--- config.mk ---
export PLATFORM = sky130hd
export DESIGN_NAME = tie_strap_ctrl
export DESIGN_NICKNAME = d
export VERILOG_FILES = /design/src/rtl/tie_strap_pkg.sv /design/src/rtl/tie_strap_shreg.sv /design/src/rtl/tie_strap_ctrl.sv
export SDC_FILE = /design/constraint.sdc
export NUM_CORES = 1
export LEC_CHECK = 0
export BUFFER_PORTS_ARGS = -buffer_cell sky130_fd_sc_hd__buf_2
export CAP_MARGIN = 20
export CELL_PAD_IN_SITES_DETAIL_PLACEMENT = 0
export CELL_PAD_IN_SITES_GLOBAL_PLACEMENT = 1
export CORE_UTILIZATION = 47
export CTS_BUF_LIST = sky130_fd_sc_hd__clkbuf_4
export DETAILED_ROUTE_END_ITERATION = 10
export PLACE_DENSITY = 0.9
export SKIP_CTS_REPAIR_TIMING = 1
export SLEW_MARGIN = 40
export SYNTH_ARGS = -nofsm -noshare
export SYNTH_HDL_FRONTEND = slang
export SYNTH_HIERARCHICAL = 1
export SYNTH_SLANG_ARGS = --single-unit
--- constraint.sdc ---
create_clock -name ck -period 2.7 [get_ports ck]
set_clock_uncertainty 0.05 [all_clocks]
set_input_delay 0.135 -clock ck [delete_from_list [all_inputs] [get_ports ck]]
set_output_delay 0.135 -clock ck [all_outputs]
set_load 0.02 [all_outputs]
--- src/rtl/tie_strap_pkg.sv ---
`default_nettype none
// +-----------------------------------------------------------------+
// | tie_strap_pkg : state encoding and helpers for tie_strap_ctrl   |
// | Rev 1.0                                                         |
// +-----------------------------------------------------------------+
package tie_strap_pkg;

    typedef enum logic [1:0] {
        IDLE   = 2'd0,
        SHIFT  = 2'd1,
        APPLY  = 2'd2,
        LOCKED = 2'd3
    } state_e;

    // Counter must be able to hold the value n itself.
    function automatic int cnt_width(input int n);
        return $clog2(n + 1);
    endfunction

    function automatic logic odd_parity(input logic [64:0] v);
        return ^v;
    endfunction

endpackage
`default_nettype wire

--- src/rtl/tie_strap_shreg.sv ---
`default_nettype none
// +-----------------------------------------------------------------+
// | tie_strap_shreg : LSB-first serial shift register, bit counter  |
// | and last-bit flag for tie_strap_ctrl.  Rev 1.0                  |
// +-----------------------------------------------------------------+
module tie_strap_shreg
    import tie_strap_pkg::*;
#(
    parameter int NBITS = 8
) (
    input  logic             clk,
    input  logic             rst,
    input  logic             i_shift_en,
    input  logic             i_clear,
    input  logic             i_data,
    output logic [NBITS-1:0] o_sr,
    output logic             o_done
);

    localparam int                 C_CNT_W = cnt_width(NBITS);
    localparam logic [C_CNT_W-1:0] C_LAST  = C_CNT_W'(NBITS - 1);
    localparam logic [C_CNT_W-1:0] C_ONE   = C_CNT_W'(1);

    logic [NBITS-1:0]   sr_q, sr_d;
    logic [C_CNT_W-1:0] cnt_q, cnt_d;
    logic [NBITS-1:0]   w_shifted;

    generate
        if (NBITS == 1) begin : g_single
            assign w_shifted = i_data;
        end else begin : g_multi
            assign w_shifted = {i_data, sr_q[NBITS-1:1]};
        end
    endgenerate

    always_comb begin
        sr_d  = sr_q;
        cnt_d = cnt_q;
        if (i_clear) begin
            sr_d  = '0;
            cnt_d = '0;
        end else if (i_shift_en) begin
            sr_d  = w_shifted;
            cnt_d = cnt_q + C_ONE;
        end
    end

    always_ff @(posedge clk) begin
        if (rst) begin
            sr_q  <= '0;
            cnt_q <= '0;
        end else begin
            sr_q  <= sr_d;
            cnt_q <= cnt_d;
        end
    end

    assign o_sr   = sr_q;
    // High when the next accepted bit completes the word.
    assign o_done = (cnt_q == C_LAST);

endmodule
`default_nettype wire

--- src/rtl/tie_strap_ctrl.sv ---
`default_nettype none
// +-----------------------------------------------------------------+
// | tie_strap_ctrl : reloadable/lockable strap tie-off bank.        |
// | Optional macro TIE_STRAP_PARITY_EN adds an even-parity bit.     |
// | Rev 1.0                                                         |
// +-----------------------------------------------------------------+
module tie_strap_ctrl #(
    parameter int               WIDTH   = 8,
    parameter logic [WIDTH-1:0] DEFAULT = '0
) (
    input  logic             ck,
    input  logic             rst,
    input  logic             cfg_valid,
    input  logic             cfg_data,
    output logic             cfg_ready,
    input  logic             lock_req,
    output logic [WIDTH-1:0] tie_o,
    output logic             busy,
    output logic             locked,
    output logic             apply_pulse
`ifdef TIE_STRAP_PARITY_EN
    ,
    output logic             par_err
`endif
);
    import tie_strap_pkg::*;

`ifdef TIE_STRAP_PARITY_EN
    localparam int C_NBITS = WIDTH + 1;
`else
    localparam int C_NBITS = WIDTH;
`endif

    state_e             state_q, state_d;
    logic [WIDTH-1:0]   tie_q, tie_d;
    logic               apply_q, apply_d;
    logic               w_xfer;
    logic               w_shift_en;
    logic               w_clear;
    logic               w_done;
    logic               w_par_ok;
    logic [C_NBITS-1:0] w_sr;

`ifdef TIE_STRAP_PARITY_EN
    logic par_q, par_d;
    assign w_par_ok = ~odd_parity(65'(w_sr));
    assign par_err  = par_q;
`else
    assign w_par_ok = 1'b1;
`endif

    tie_strap_shreg #(
        .NBITS (C_NBITS)
    ) u_shreg (
        .clk        (ck),
        .rst        (rst),
        .i_shift_en (w_shift_en),
        .i_clear    (w_clear),
        .i_data     (cfg_data),
        .o_sr       (w_sr),
        .o_done     (w_done)
    );

    assign cfg_ready = (state_q == IDLE) || (state_q == SHIFT);
    assign w_xfer    = cfg_valid && cfg_ready;

    always_comb begin
        state_d    = state_q;
        tie_d      = tie_q;
        apply_d    = 1'b0;
        w_shift_en = 1'b0;
        w_clear    = 1'b0;
`ifdef TIE_STRAP_PARITY_EN
        par_d      = par_q;
`endif
        case (state_q)
            IDLE, SHIFT: begin
                // Lock beats a simultaneous transfer; the bit is dropped.
                if (lock_req) begin
                    state_d = LOCKED;
                    w_clear = 1'b1;
                end else if (w_xfer) begin
                    w_shift_en = 1'b1;
                    state_d    = w_done ? APPLY : SHIFT;
                end
            end
            APPLY: begin
                w_clear = 1'b1;
                if (w_par_ok) begin
                    tie_d   = w_sr[WIDTH-1:0];
                    apply_d = 1'b1;
                end else begin
`ifdef TIE_STRAP_PARITY_EN
                    par_d = 1'b1;
`endif
                end
                state_d = lock_req ? LOCKED : IDLE;
            end
            LOCKED: begin
                state_d = LOCKED;
            end
            default: begin
                state_d = IDLE;
            end
        endcase
    end

    always_ff @(posedge ck) begin
        if (rst) begin
            state_q <= IDLE;
            tie_q   <= DEFAULT;
            apply_q <= 1'b0;
`ifdef TIE_STRAP_PARITY_EN
            par_q   <= 1'b0;
`endif
        end else begin
            state_q <= state_d;
            tie_q   <= tie_d;
            apply_q <= apply_d;
`ifdef TIE_STRAP_PARITY_EN
            par_q   <= par_d;
`endif
        end
    end

    assign tie_o       = tie_q;
    assign apply_pulse = apply_q;
    assign busy        = (state_q == SHIFT) || (state_q == APPLY);
    assign locked      = (state_q == LOCKED);

endmodule
`default_nettype wire

---- After elaboration in Yosys (flattened, before gate mapping) ----
Index checks and enable logic that the tools add are counted.
cells by class
  reductions and logical operators ........ 6
  add/subtract/negate cells ............... 1
  multiplexer cells ....................... 11
  equal/unequal tests ..................... 5
operator list
  cell                                           count
  2-to-1 mux 2 bit                               4
  one-hot mux 2 bit (3 select lines)             1
  2-to-1 mux 1 bit                               5
  adder 4 x 1 -> 4 bit, second input constant    1
  == test 2 bit, second input constant           2
  == test 4 x 3 -> 1 bit, second input constant  1
  OR reduction 2 bit                             2
  != test 3 bit, second input constant           1
  == test 2 x 1 -> 1 bit, second input constant  1
  logical NOT 2 bit                              1
  logical OR 1 bit                               2
  one-hot mux 1 bit (2 select lines)             1
  logical AND 1 bit                              1
storage, ports and cells
  input bits .............................. 5
  register bits after elaboration ......... 23

---- Depth between registers and ports, before layout ----
Gate-level depths: netlist of run 1.
  depth in word-level cells ............... 6
  mapped depth ............................ 8

---- Modules after synthesis ----
The synthesis of run 1 kept the hierarchy.
by module, submodules not included
  module           times used  seq. area each (µm²)  area each (µm²)  cells each
  tie_strap_ctrl   1           220.2                 489.2            48
  tie_strap_shreg  1           240.2                 471.7            45

---- Least setup slack after synthesis of run 1 ----
No wires, ideal clock.
  path kind ............................... register to register
  from .................................... reg state_q[0]
  to ...................................... reg u_shreg.cnt_q[3]
  required time ........................... 2.527 ns
  period minus slack after synthesis ...... 1.724 ns
  setup slack ............................. 0.976 ns
  arrival time ............................ 1.550 ns
  setup time .............................. 0.123 ns
  stages on the path, launching flop included .. 8
  cell sequence ........................... dfxtp_1 > inv_1 > ha_1 > nor2_1 > inv_1 > and3_1 > nand4_1 > mux2_1
on the way
  longest elaborated chain between the ends .. 6
  elaborated cells between the ends (all ways) .. 11
  classes of those cells .................. eq/ne: 2; mux: 4; reduce/logical: 5
RTL lines
  item                                                         RTL line               text
  start: declaration                                           tie_strap_ctrl.sv:34   state_e state_q, state_d;
  start signal: assignment                                     tie_strap_ctrl.sv:117  state_q <= state_d;
  == test 2 x 1 -> 1 bit or logical NOT 2 bit (tied branches)  tie_strap_ctrl.sv:64   assign cfg_ready = (state_q == IDLE) || (state_q == SHIFT);
  logical OR 1 bit (*)                                         tie_strap_ctrl.sv:64
  via cfg_ready                                                tie_strap_ctrl.sv:15   output logic cfg_ready,
  logical AND 1 bit (*)                                        tie_strap_ctrl.sv:65   assign w_xfer = cfg_valid && cfg_ready;
  2-to-1 mux 1 bit (*)                                         tie_strap_ctrl.sv:82   end else if (w_xfer) begin
  2-to-1 mux 1 bit (*)                                         tie_strap_ctrl.sv:79   if (lock_req) begin
  2-to-1 mux 1 bit (*)                                         tie_strap_ctrl.sv:76   case (state_q)
  via w_shift_en                                               tie_strap_ctrl.sv:38   logic w_shift_en;
  end signal: assignment                                       tie_strap_shreg.sv:54  cnt_q <= cnt_d;
  end: declaration                                             tie_strap_shreg.sv:25  logic [C_CNT_W-1:0] cnt_q, cnt_d;
Mark *: on every way through the listed nets, which the timed path passes. The rest lies on a longest branch.
A chain may end at the register's enable or synchronous reset.

---- Worst setup path in the final report of run 1 ----
  from .................................... reg state_q[1]
  to ...................................... reg u_shreg.cnt_q[3]
on the way
  longest elaborated chain between the ends .. 6
  elaborated cells between the ends (all ways) .. 11
  classes of those cells .................. eq/ne: 2; mux: 4; reduce/logical: 5
RTL lines
  item                                                         RTL line
  == test 2 x 1 -> 1 bit or logical NOT 2 bit (tied branches)  tie_strap_ctrl.sv:64, tie_strap_ctrl.sv:76
  logical OR 1 bit                                             tie_strap_ctrl.sv:64
  logical AND 1 bit                                            tie_strap_ctrl.sv:65
  2-to-1 mux 1 bit                                             tie_strap_ctrl.sv:82
  2-to-1 mux 1 bit                                             tie_strap_ctrl.sv:79
  2-to-1 mux 1 bit (*)                                         tie_strap_ctrl.sv:76
  via w_shift_en                                               tie_strap_ctrl.sv:38
Marks and branches as above.

==> out/qor.yml, run 1 <==
run_status:
  status: "completed"
worst_setup_path:
  criticalPathCategory: "reg2reg"
  r2r_end: "u_shreg/cnt_q[3]"
  rrSetupSlack_ns: 0.66
  end_kind: "flop"
  cp.required_ns: 2.86
  rr_startpoint: "state_q[1]"
  cp.arrival_ns: 2.20
  cp-start-kind: "flop"
  worstRegToRegCells: 7
  worstSetupEndpoint: "u_shreg/cnt_q[3]"
  cp-startpoint: "state_q[1]"
  cp_max_fo: 13
placed_design:
  port_buffers: 16
  dpl_worst_slack_ns: 0.661
  place_hpwl_mm: 1.16
  dp_cells: 130
  place.gp.congestion: 0.668
global_route:
  antenna_found_initial: 0
  grt_pass1_wl_mm: 2.48
  grt_max_degree: 15
  grt_pass1_vias: 577
  overflow: 0
  grt_use_total: 0.164
power:
  p_leak_nw: 0.460
  powerDensity_nw_per_um2: 540
  ir_drop_uv: 324
routing:
  drt_iter0_drc: 8
  wirelength_mm: 1.58
  drc_errors: 0
  routed_via_density: 4.99
  wl_per_cell_um: 11.8
  vias: 669
  final_antenna_net_count: 0
  first_pass_iters: 4
final_layout:
  diodes: 0
  regArea_um2: 460
  nNetsFinal: 120
  fillers: 170
  synthToLayoutAreaGrowth_pct: 11.2
  final_cells: 134
  multi_input_area_um2: 454
  drive_gt1_frac: 0.202
  utilization: 0.587
clock_network:
  cts_tree: "done"
  cts_buffers: 3
  cts.clk_slew.worst_paths_ns: 0.12
  htreeDepth: 1
  clock_sinks: 23
  clkLatencyLatePin_ns: 0.31
  cts_buffer_depth: 2
  cts-root-buf: "clkbuf_4"
sta:
  max_freq_mhz: 491
  finalSetupTns_ns: 0
  fin_crit_ns: 2.04
  hold_violations: 0
  grt_setup_unrepaired: "false"
  relSlewSlack: 0.565
  finalWorstSetupSlack_ns: 0.663
  timing.hold.ws_ns: 0.00435
  fin_crit_sh: 0.755
  tightest_slew_ns: 0.652
  drv_slew: 0
  setup_viol: 0
floorplan:
  placementRows: 15
  core_um2: 1820
  start_util: 0.528
  die-area_um2: 2230
  pin_count: 17
  die_w_um: 47.2
  dieHeight_um: 47.2
yosys:
  synthArstFlopShare: 0
  ys_warn_count: 6
  syn_area_per_cell_um2: 10.3
  ys_ff_latch: 23
  yosysSeqAreaShare: 0.479
  synth_edf_count: 0
  synth_area_um2: 961
  yosys.area.top_type_share: 0.479
  synth_area_leaders: "dfxtp_1 48%, mux2i_1 19%, nor2_1 8.2%"
  syn_nets: 103
  ys.flop_type: "dfxtp_1"
  synth_top_area_cell: "dfxtp_1"
  yosys-top-cells-count: "23 x dfxtp_1, 21 x nor2_1, 18 x mux2i_1"
  yosysMostFrequentCell: "dfxtp_1"
  synthCells: 93
  synth.distinct_cells: 25
min_path:
  hold_class: "in2reg"
job:
  maxCapViolCount: 0
-- cells in the final DEF (no fill, tap or decap) --
master,Yosys,layout
nor3b_1,1,1
a21oi_1,1,1
o21a_1,1,1
nor2_1,21,21
xnor2_1,1,1
buf_2,1,16
nand2_1,1,1
nand2b_1,1,1
nand3b_1,1,1
a221oi_1,1,1
or2_0,1,1
mux2_1,1,1
ha_1,5,5
inv_1,4,4
clkbuf_4,0,3
mux2i_1,18,18
dfxtp_1,23,23
nor2b_1,1,1
a221oi_2,1,1
nand4_1,1,1
and3_1,1,1
a21bo_2,1,1
nor3_1,2,2
or2_1,1,1
clkinv_2,0,1
-- through the flow --
| step | area [um^2] | power, mW |
|---|---|---|
| final | 1070 | 0.577 |
| after global routing | 1070 | 0.599 |
| after CTS | 1070 | 0.583 |
| after detailed placement | 1040 | 0.428 |
| after global placement | 1040 | 0.426 |
| after floorplan | 961 | 0.414 |
-- worst min-delay path by stage --
stage / end / from / depth (start not counted)
6_report: u_shreg/o_sr[7] / cfg_data / 3
5_1_grt: u_shreg/o_sr[7] / cfg_data / 3
4_1_cts: u_shreg/o_sr[7] / cfg_data / 3
3_5_place_dp: u_shreg/o_sr[7] / cfg_data / 3
3_3_place_gp: u_shreg/o_sr[7] / cfg_data / 3
2_1_floorplan: apply_pulse / rst / 1
-- worst max-delay path: stages (launching register included) --
cell and delay [ns]:
dfxtp_1 0.35, inv_1 0.13, ha_1 0.17, nor2_1 0.06, inv_1 0.06, and3_1 0.58, nand4_1 0.18, mux2_1 0.35
-- logic make-up after synthesis --
logic type / after synthesis / synth area share
buffers and inverters: 8 / 0.0482
multiplexers: 19 / 0.199
adder cells (fa/ha/maj): 5 / 0.0651
AND/OR/NAND/NOR: 32 / 0.151
XOR/XNOR: 1 / 0.00912
AO/OA/AOI/OAI: 5 / 0.0482
flip-flops: 23 / 0.479
-- metal layers --
| metal | vias up | wire [um] | track usage |
|---|---|---|---|
| met1 | 313 | 787 | 0.208 |
| met4 | 0 | 25 | 0.0686 |
| met5 | - | 0 | 0 |
| met3 | 3 | 47 | 0.0462 |
| li1 | 343 | - | - |
| met2 | 10 | 720 | 0.261 |
-- power by group --
group	internal [mW]	total [mW]	switching, mW
registers	0.344	0.348	0.00365
clock network	0.0554	0.158	0.103
logic	0.0269	0.0711	0.0442
total	0.426	0.577	0.151
-- layout make-up --
class                   count  share of cell area
repair buffers             16              0.0749
multi-input cells          62               0.425
well taps                  25              0.0293
flip-flops and latches     23               0.431
clock buffers               3              0.0211
inverters                   4              0.0141
clock inverters             1             0.00468
-- state kept, by name, summed over array words and instances (netlist names) --
| register | flops |
|---|---|
| u_shreg/cnt_q | 4 |
| tie_o | 8 |
| state_q | 2 |
| u_shreg/o_sr | 8 |
| apply_pulse | 1 |
Note: power is estimated with default switching activity, not from simulation.
==> run 2, diff against run 1 <==
--- a/config.mk
+++ b/config.mk
@@ -9,10 +9,10 @@
 export CAP_MARGIN = 20
 export CELL_PAD_IN_SITES_DETAIL_PLACEMENT = 0
 export CELL_PAD_IN_SITES_GLOBAL_PLACEMENT = 1
-export CORE_UTILIZATION = 47
+export CORE_UTILIZATION = 43
 export CTS_BUF_LIST = sky130_fd_sc_hd__clkbuf_4
 export DETAILED_ROUTE_END_ITERATION = 10
-export PLACE_DENSITY = 0.9
+export PLACE_DENSITY = 0.84
 export SKIP_CTS_REPAIR_TIMING = 1
 export SLEW_MARGIN = 40
 export SYNTH_ARGS = -nofsm -noshare
==> constraint.sdc (replaced) <==
create_clock -name ck -period 2.1 [get_ports ck]
set_clock_uncertainty 0.05 [all_clocks]
set_input_delay 0.105 -clock ck [delete_from_list [all_inputs] [get_ports ck]]
set_output_delay 0.105 -clock ck [all_outputs]
set_load 0.02 [all_outputs]
==> out/qor.yml, run 2 (synthesis gave the netlist of run 1 again) <==
sta:
  hold_violations: 0
  tightest_slew_ns: 0.552
  timing.hold.ws_ns: 0.00242
  setup_viol: 0
  finalSetupTns_ns: 0
  fin_crit_sh: 0.824
  relSlewSlack: 0.632
  max_freq_mhz: 578
  drv_slew: 0
  fin_crit_ns: 1.73
  grt_setup_unrepaired: "false"
worst_setup_path:
  rr_startpoint: "state_q[0]"
  rrSetupSlack_ns: 0.37
  criticalPathCategory: "reg2reg"
  cp.required_ns: 2.24
  cp_max_fo: 10
  cp.arrival_ns: 1.87
  cp-start-kind: "flop"
  worstRegToRegCells: 8
  end_kind: "flop"
  r2r_end: "u_shreg/o_sr[0]"
final_layout:
  synthToLayoutAreaGrowth_pct: 12.5
  utilization: 0.535
  drive_gt1_frac: 0.209
  diodes: 0
  nNetsFinal: 121
  final_common_cell: "dfxtp_1"
  mostFrequentLayoutCells: "23 x dfxtp_1, 21 x nor2_1, 18 x mux2i_1"
clock_network:
  clock_sinks: 23
  clkLatencyLatePin_ns: 0.30
  cts-root-buf: "clkbuf_4"
  cts.clk_slew.worst_paths_ns: 0.12
  cts_tree: "done"
  cts_buffers: 3
  cts_buffer_depth: 2
  htreeDepth: 1
job:
  maxCapViolCount: 0
routing:
  wirelength_mm: 1.48
  drc_errors: 0
  final_antenna_net_count: 0
  vias: 657
  first_pass_iters: 2
  drt_iter0_drc: 8
  wl_per_cell_um: 10.8
  routed_via_density: 4.80
floorplan:
  core_um2: 2020
  dieHeight_um: 49.3
  placementRows: 16
  pin_count: 17
  die_w_um: 49.3
  start_util: 0.475
  die-area_um2: 2430
global_route:
  grt_max_degree: 15
  grt_use_total: 0.135
  grt_pass1_vias: 605
  overflow: 0
  antenna_found_initial: 0
  grt_pass1_wl_mm: 2.59
min_path:
  worstHoldStart: "cfg_data"
  hold_class: "in2reg"
  min_path_cells: 3
  min_to: "u_shreg/o_sr[7]"
power:
  p_total_mw: 0.746
  p_leak_nw: 0.466
  ir_drop_uv: 515
  powerDensity_nw_per_um2: 690
run_status:
  status: "completed"
placed_design:
  place.gp.congestion: 0.734
  place_hpwl_mm: 1.06
  port_buffers: 16
## run 2: changes by cell type in the layout (fill, tap and decap cells not counted), sizes merged
cell | previous run | this run
clkinv | 1 | 0
buf | 16 | 17
clkbuf | 3 | 4
## run 2: report_power, final
part	total, mW	switching (mW)	internal [mW]
combinational	0.0925	0.0568	0.0357
clock	0.207	0.120	0.0868
sequential	0.447	0.00441	0.442
## run 2: how the worst max path moves through the flow
stage          depth (start not counted)  slack (ns)  startpoint          endpoint
2_1_floorplan                          7        0.38  state_q[0]  u_shreg/cnt_q[3]
3_3_place_gp                           8        0.44  state_q[1]   u_shreg/o_sr[5]
3_5_place_dp                           8        0.39  state_q[0]   u_shreg/o_sr[0]
4_1_cts                                8        0.37  state_q[1]   u_shreg/o_sr[0]
5_1_grt                                8        0.21  state_q[0]   u_shreg/o_sr[3]
6_report                               8        0.37  state_q[0]   u_shreg/o_sr[0]
## run 2: through the flow
stage | area, um^2 | worst slack [ns] | cells
6_report | 1080 | 0.369 | 137
5_1_grt | 1080 | 0.212 | 137
4_1_cts | 1080 | 0.369 | 137
3_5_place_dp | 1050 | 0.387 | 133
3_3_place_gp | 1050 | 0.437 | 133
2_1_floorplan | 961 | 0.376 | 93
## run 2: area by class of cell
| class | count | area (um^2) |
|---|---|---|
| Inverter | 4 | 15.0 |
| Sequential cell | 23 | 460 |
| Timing Repair Buffer | 17 | 87.6 |
| Clock buffer | 4 | 30.0 |
| Fill cell | 188 | 941 |
| Tap cell | 27 | 33.8 |
| Multi-Input combinational cell | 62 | 454 |
## run 2: worst max-delay path, stage by stage (launching register included)
cell and delay, ns:
dfxtp_1 0.39, inv_1 0.10, ha_1 0.20, nor2_1 0.16, inv_1 0.07, and3_1 0.22
buf_4 0.20, mux2i_1 0.17, nor2_1 0.05
## run 2: per-layer routing
layer,share of wire,GRT usage,vias to the layer above
li1,-,-,345
met1,0.53,0.172,299
met2,0.42,0.226,13
met3,0.042,0.0374,0
met4,0,0.0294,0
met5,0,0,-
==> run 3, diff against run 2 <==
--- a/config.mk
+++ b/config.mk
@@ -9,10 +9,10 @@
 export CAP_MARGIN = 20
 export CELL_PAD_IN_SITES_DETAIL_PLACEMENT = 0
 export CELL_PAD_IN_SITES_GLOBAL_PLACEMENT = 1
-export CORE_UTILIZATION = 43
+export CORE_UTILIZATION = 39
 export CTS_BUF_LIST = sky130_fd_sc_hd__clkbuf_4
 export DETAILED_ROUTE_END_ITERATION = 10
-export PLACE_DENSITY = 0.84
+export PLACE_DENSITY = 0.81
 export SKIP_CTS_REPAIR_TIMING = 1
 export SLEW_MARGIN = 40
 export SYNTH_ARGS = -nofsm -noshare
==> constraint.sdc (replaced) <==
create_clock -name ck -period 1.5 [get_ports ck]
set_clock_uncertainty 0.05 [all_clocks]
set_input_delay 0.075 -clock ck [delete_from_list [all_inputs] [get_ports ck]]
set_output_delay 0.075 -clock ck [all_outputs]
set_load 0.02 [all_outputs]
==> out/qor.yml, run 3 (synthesis gave the netlist of run 1 again) <==
run_status:
  status: "finished with violations"
  violations: "negative setup slack"
clock_network:
  cts-root-buf: "clkbuf_4"
  clkLatencyLatePin_ns: 0.30
  cts_tree: "done"
  clock_sinks: 23
  htreeDepth: 1
  cts_buffers: 3
  cts_buffer_depth: 2
  cts.clk_slew.worst_paths_ns: 0.12
placed_design:
  place_hpwl_mm: 1.28
  dpl_worst_slack_ns: -0.0399
  place.gp.congestion: 0.735
  port_buffers: 16
power:
  powerDensity_nw_per_um2: 916
  p_total_mw: 1.12
  ir_drop_uv: 725
  p_leak_nw: 0.513
sta:
  tightest_slew_ns: 0.360
  finalWorstSetupSlack_ns: -0.0160
  drv_slew: 0
  grt_setup_unrepaired: "true"
  fin_crit_ns: 1.52
  relSlewSlack: 0.758
  setup_viol: 1
  max_freq_mhz: 660
  fin_crit_sh: 1.01
  hold_violations: 0
floorplan:
  core_um2: 2280
  pin_count: 17
  placementRows: 17
  die_w_um: 51.6
  start_util: 0.422
  dieHeight_um: 51.6
  die-area_um2: 2670
worst_setup_path:
  cp.arrival_ns: 1.67
  worstRegToRegCells: 7
  cp-start-kind: "flop"
  cp.required_ns: 1.66
  rrSetupSlack_ns: -0.02
  critical_path.top_delay_family: "simple AND/OR/NAND/NOR gates"
  r2r_end: "u_shreg/cnt_q[3]"
  criticalPathCategory: "reg2reg"
  worstPathCellList: "inv_4 > ha_4 > nor2_4 > inv_2 > and3_4 > nand4_1 > mux2_4"
  cp_max_fo: 3
  critPathBufInv: 2
  max_stage_delay_ns: 0.39
  end_kind: "flop"
  slowest_stage: "dfxtp_2"
  rr_startpoint: "state_q[1]"
final_layout:
  diodes: 0
  fillers: 215
  drive_gt1_frac: 0.333
  synthToLayoutAreaGrowth_pct: 27.0
  utilization: 0.536
  nNetsFinal: 128
  mostFrequentLayoutCells: "21 x dfxtp_1, 20 x nor2_1, 18 x mux2i_1"
  final_common_cell: "dfxtp_1"
min_path:
  hold_class: "in2reg"
  min_path_cells: 2
  worstHoldStart: "rst"
  min_to: "tie_o[2]"
routing:
  drt_iter0_drc: 4
  final_antenna_net_count: 0
  wirelength_mm: 1.78
  wl_per_cell_um: 12.2
  first_pass_iters: 4
  drc_errors: 0
  routed_via_density: 4.79
  vias: 694
global_route:
  grt_use_total: 0.151
  grt_max_degree: 15
  antenna_found_initial: 0
  overflow: 0
  grt_pass1_wl_mm: 2.90
  grt_pass1_vias: 637
job:
  maxCapViolCount: 0
[run 3: cell types whose count changed in the layout (fill, tap and decap cells not counted), moves of 2 or more]
cell / delta
buf_4: +4
inv_4: +2
buf_12: +2
dfxtp_1: -2
ha_1: -2
ha_4: +2
inv_1: -3
[run 3: power breakdown]
part	switching (mW)	internal, mW	total [mW]	leakage [nW]
logic	0.0997	0.0973	0.197	0.308
registers	0.00994	0.620	0.630	0.187
clock network	0.169	0.122	0.291	0.0184
[run 3: layout make-up]
| cell class | instances | area [um^2] | area share |
|---|---|---|---|
| Timing Repair Buffer | 24 | 174 | 0.143 |
| Multi-Input combinational cell | 62 | 495 | 0.406 |
| Sequential cell | 23 | 465 | 0.382 |
| Clock buffer | 4 | 30.0 | 0.0246 |
| Tap cell | 28 | 35.0 | 0.0287 |
| Inverter | 4 | 20.0 | 0.0164 |
[run 3: how the worst max path moves through the flow]
stage                    start          endpoint  slack, ns  depth (start not counted)
floorplan           state_q[0]  u_shreg/cnt_q[3]      0.001                          7
global placement    state_q[0]  u_shreg/cnt_q[3]       0.04                          7
detailed placement  state_q[0]  u_shreg/cnt_q[3]      -0.04                          7
CTS                 state_q[0]  u_shreg/cnt_q[3]      -0.05                          7
global route        state_q[1]  u_shreg/cnt_q[3]      -0.06                          7
finish              state_q[1]  u_shreg/cnt_q[3]      -0.02                          7
[run 3: layer usage]
layer  track usage  routed length (um)  vias to the layer above
li1              -                   -                      360
met1         0.187                 851                      320
met2         0.247                 842                       12
met3        0.0556                  71                        2
met4        0.0405                   9                        0
met5             0                   0                        -
[run 3: stage by stage]
stage / std cells / setup TNS [ns] / hold WS (ns) / area (um^2)
4_1_cts: 141 / -0.0500 / -0.0584 / 1170
2_1_floorplan: 93 / 0 / 0.0966 / 1010
3_5_place_dp: 137 / -0.0399 / 0.283 / 1140
6_report: 145 / -0.0160 / 0.0666 / 1220
3_3_place_gp: 137 / 0 / 0.265 / 1140
5_1_grt: 145 / -0.154 / 0.0642 / 1220
